[config.mk]
export PLATFORM = sky130hd
export DESIGN_NAME = present_key_schedule
export DESIGN_NICKNAME = d
export VERILOG_FILES = /design/src/rtl/present_pkg.sv /design/src/rtl/present_sbox4.sv /design/src/rtl/present_key_schedule.sv
export SDC_FILE = /design/constraint.sdc
export NUM_CORES = 1
export LEC_CHECK = 0
export ABC_AREA = 0
export BUFFER_PORTS_ARGS = -buffer_cell sky130_fd_sc_hd__buf_4
export CAP_MARGIN = 15
export CORE_ASPECT_RATIO = 0.9
export CORE_MARGIN = 4
export CORE_UTILIZATION = 50
export DETAILED_ROUTE_END_ITERATION = 8
export PLACE_DENSITY = 0.81
export SLEW_MARGIN = 0
export SYNTH_ARGS = -nofsm -noshare
export SYNTH_HDL_FRONTEND = slang
export SYNTH_SLANG_ARGS = --single-unit
[constraint.sdc]
create_clock -name clk -period 2.87 [get_ports clk]
set_input_delay 0.574 -clock clk [delete_from_list [all_inputs] [get_ports clk]]
set_output_delay 0.574 -clock clk [all_outputs]
set_load 0.01 [all_outputs]
[src/rtl/present_pkg.sv]
// present_pkg: shared PRESENT-16 constants, S-box table and key schedule state type
package present_pkg;
    localparam int BLOCK_W = 16;
    localparam int DEF_KEY_W = 32;
    localparam int DEF_NUM_KEYS = 8;
    localparam int DEF_ROT = 13;
    localparam int CNT_HI = 19;
    localparam int CNT_LO = 15;
    localparam logic [3:0] SBOX [16] = '{
        4'hC, 4'h5, 4'h6, 4'hB, 4'h9, 4'h0, 4'hA, 4'hD,
        4'h3, 4'hE, 4'hF, 4'h8, 4'h4, 4'h7, 4'h1, 4'h2
    };
    typedef enum logic {IDLE, EMIT} ks_state_t;
endpackage

[src/rtl/present_sbox4.sv]
// present_sbox4: 4-bit PRESENT S-box, shared by key schedule and cipher substitution layer
module present_sbox4 import present_pkg::*; (
    input  logic [3:0] x,
    output logic [3:0] y
);
    assign y = SBOX[x];
endmodule

[src/rtl/present_key_schedule.sv]
// present_key_schedule: iterative round-key generator; PRESENT_KS_ZEROIZE_EN clears the key after the final handshake
module present_key_schedule import present_pkg::*; #(
    parameter int KEY_W = DEF_KEY_W,
    parameter int NUM_KEYS = DEF_NUM_KEYS,
    parameter int ROT = DEF_ROT
) (
    input  logic               clk,
    input  logic               rst,
    input  logic               start,
    input  logic [KEY_W-1:0]   key_in,
    output logic               busy,
    output logic [BLOCK_W-1:0] rk_out,
    output logic [3:0]         rk_idx,
    output logic               rk_valid,
    input  logic               rk_ready,
    output logic               done
);
    ks_state_t state_q, state_d;
    logic [KEY_W-1:0] key_q, key_d, rot, upd;
    logic [3:0] idx_q, idx_d, sb_out;
    logic [4:0] cnt;
    logic done_q, done_d;
    assign rot = (key_q << ROT) | (key_q >> (KEY_W - ROT));
    assign cnt = {1'b0, idx_q} + 5'd1;
    present_sbox4 u_sbox (.x(rot[KEY_W-1 -: 4]), .y(sb_out));
    always_comb begin
        upd = {sb_out, rot[KEY_W-5:0]};
        upd[CNT_HI:CNT_LO] = upd[CNT_HI:CNT_LO] ^ cnt;
    end
    always_comb begin
        state_d = state_q;
        key_d = key_q;
        idx_d = idx_q;
        done_d = 1'b0;
        if (state_q == IDLE) begin
            if (start) begin
                state_d = EMIT;
                key_d = key_in;
                idx_d = '0;
            end
        end else if (rk_ready) begin
            if (idx_q == 4'(NUM_KEYS - 1)) begin
                state_d = IDLE;
                idx_d = '0;
                done_d = 1'b1;
`ifdef PRESENT_KS_ZEROIZE_EN
                key_d = '0;
`endif
            end else begin
                key_d = upd;
                idx_d = idx_q + 4'd1;
            end
        end
    end
    always_ff @(posedge clk) begin
        if (rst) begin
            state_q <= IDLE;
            key_q <= '0;
            idx_q <= '0;
            done_q <= 1'b0;
        end else begin
            state_q <= state_d;
            key_q <= key_d;
            idx_q <= idx_d;
            done_q <= done_d;
        end
    end
    assign busy = state_q == EMIT;
    assign rk_valid = state_q == EMIT;
    assign rk_out = key_q[KEY_W-1 -: BLOCK_W];
    assign rk_idx = idx_q;
    assign done = done_q;
endmodule

==> results by group <==
Clocking
  – Gates resized, CTS repair: 0
  – CTS tree: built
  – Clock root cell: clkbuf_8
  – CTS hold repair buffers: 0
  – H-tree Lvls: 2
  – Clk slew on worst S/H paths: 70 ps
  – Clk_lat worst skew: 290 ps
  – CTS max path bufs: 2
  – # clock sinks: 38
  – Num CTS Buffers: 5
  – Setup Fix Bufs, Post-CTS: 0

Detailed routing
  – Routed WL: 4.67 mm
  – Vias per inst: between 5 and 6
  – DRC viols: 0
  – Initial DRT Pass Iterations: 4
  – WL per Instance: 14.3 um
  – Detailed router's first-iteration violation count: 112
  – DR vias: 1694
  – Routed Antenna Nets: 0

Die
  – Starting Density: 0.532
  – Die Y: slightly above 70 um
  – CORE AREA: 4180 um2
  – FP Rows: 22
  – Die width: 78.3 um
  – IO Pins: 59
  – Die ar.: 5580 um2

Setup path
  – R2R Setup Slk: 910 ps
  – Required time worst endpoint: 3080 ps
  – WP buf/inv: 1
  – Crit. End Element: flip-flop
  – Worst-path cell chain: nand2_1 -> o21ai_4 -> buf_4 -> nor2_1 -> a211oi_2
  – Arrival @ worst endpoint: between 2000 and 2500 ps
  – CP Max Fanout: 34
  – Crit-path max cell delay: around 690 ps
  – Critical path's top delay family: flip-flops
  – Reg-to-Reg Start: busy
  – Slowest stage cell, crit path: dfxtp_2
  – Crit path kind: flip-flop to flip-flop
  – CP startpoint kind: flip-flop
  – Worst r2r dst: key_q[10]
  – Reg2Reg Depth: 5

GRT
  – Initial antenna violation count: 0
  – Largest net degree at the start of global routing: 41
  – Remaining global-route overflow: 0
  – First-pass GRT wire length: 7.68 mm
  – GRT Overall Usage: 0.169
  – Number of global-route vias before repair: 1665

Worst hold path
  – Worst hold endpoint: key_q[19]
  – Worst min-delay path class: flip-flop to flip-flop
  – Worst hold path startpoint: key_q[19]
  – Worst hold path depth: 2

Synthesis
  – Synth Net Count: between 200 and 300
  – Post-synth ARST share: 0
  – EDFF count, synth: 0
  – Mapped Cells: 230
  – Mapped cell area: 2230 um2
  – Post-synthesis sequential area ratio: 0.342
  – Most used DFF post-synth: dfxtp_1
  – Synth warnings: 0
  – #FFs+latches synth: 38
  – Avg Cell Area, Syn: slightly below 10 um2
  – Yosys cell types: 41

Power
  – Static Leak: between 1 and 1.5 nW
  – VDD IR max: between 0.3 and 0.4 mV
  – Cell Pwr Density: 502 nW/um2

Placed design
  – HPWL after DPL: 3.35 mm
  – I/O Buffers: 58
  – GP Congestion: 0.786

Timing
  – Actual slew at the worst max-slew pin: ~560 ps
  – Post-route clock skew: 6.34 ps
  – Setup violations, final: 0
  – Final period util: 0.683
  – Hold_ws: 491 ps
  – Setup TNS: 0 ps
  – Slew Viols, Final: 0
  – Fin crit period: 1960 ps
  – Normalized max-slew margin: 0.628
  – Final hold vios: 0
  – Achievable frequency: 510 MHz
  – Unrepaired setup endpoints after global routing: no

Finish
  – Most frequent cells in the layout: 61 x buf_4, 39 x nor2_1, 37 x dfxtp_1
  – Area delta synth->final: 17.0%
  – Filler Cell Count: roughly 380
  – ANT cells: 0
  – Nets@finish: 307
  – Commonest non-fill, non-tap cell in the layout: buf_4
  – Share of cells above drive strength 1: 0.353

Flow run
  – Max Cap Viol: 0

Outcome
  – Status: finished clean
## cell type report
type,count,area (um2),share of cell area
multi-input combinational,155,1200,0.462
sequential,38,762,0.293
timing repair buffer,61,458,0.176
clock buffer,7,86.3,0.0332
tap,60,75.1,0.0288
inverter,4,15.0,0.00577
clock inverter,1,5.00,0.00192
## report_power, final
part	internal [mW]	switching, mW	total (mW)
sequential	0.574	0.0501	0.624
combinational	0.158	0.149	0.307
clock	0.194	0.182	0.376
total	0.926	0.381	1.31
## stage by stage
| stage | util | power, mW | setup slack (ps) | instance area [um2] | cells |
|---|---|---|---|---|---|
| finish | 0.622 | 1.31 | 910 | 2600 | 326 |
| detailed placement | 0.600 | 0.944 | 935 | 2510 | 318 |
| global placement | 0.600 | 0.935 | 1020 | 2510 | 318 |
| global route | 0.622 | 1.38 | 697 | 2600 | 326 |
| floorplan | - | 0.874 | 1270 | 2230 | 230 |
| CTS | 0.622 | 1.32 | 896 | 2600 | 326 |
## routing by layer
| layer | up-vias | global-route usage | wire (um) |
|---|---|---|---|
| met4 | 0 | 0.0408 | 31 |
| met1 | 779 | 0.215 | 2120 |
| li1 | 873 | - | - |
| met3 | 4 | 0.0402 | 232 |
| met2 | 38 | 0.291 | 2290 |
| met5 | - | 0 | 0 |
## tightest hold or removal path, cell delays in order (launching register included)
cell and delay [ps]:
dfxtp_1 340, nand2_1 60, a21oi_1 50
## cells by family (layout without fill, tap and decap cells)
| family | after synthesis | after routing | synth area share |
|---|---|---|---|
| DFF | 38 | 38 | 0.342 |
| muxes | 27 | 27 | 0.133 |
| adders and majority gates | 6 | 6 | 0.0337 |
| buffers and inverters | 37 | 73 | 0.118 |
| and+or+nand+nor | 63 | 63 | 0.130 |
| AOI/OAI and AO/OA | 53 | 53 | 0.220 |
| xor gates and xnor gates | 6 | 6 | 0.0236 |
## synthesized netlist by cell type, drive strengths merged, types with 4 or more instances
| cell type | instances | area (um2) |
|---|---|---|
| a211oi | 30 | 315 |
| a21oi | 9 | 45.0 |
| buf | 29 | 233 |
| clkbuf | 4 | 15.0 |
| dfxtp | 38 | 761 |
| ha | 6 | 75.1 |
| inv | 4 | 15.0 |
| mux2i | 25 | 250 |
| nand2 | 7 | 26.3 |
| nand3b | 4 | 30.0 |
| nor2 | 40 | 153 |
| xnor2 | 4 | 35.0 |
## sequential cells by signal, indices dropped and copies added, names as in the netlist
name / cells
key_q: 32
done: 1
rk_idx: 4
busy: 1
## worst max-delay path by stage
stage	startpoint	end	slack [ps]	cells after the start
floorplan	key_q[16]	key_q[30]	1270	5
global placement	busy	key_q[31]	1020	5
detailed placement	busy	key_q[28]	930	5
CTS	busy	key_q[8]	900	5
global route	busy	key_q[8]	700	5
finish	busy	key_q[10]	910	5
Power figures use the tool's default switching activity.
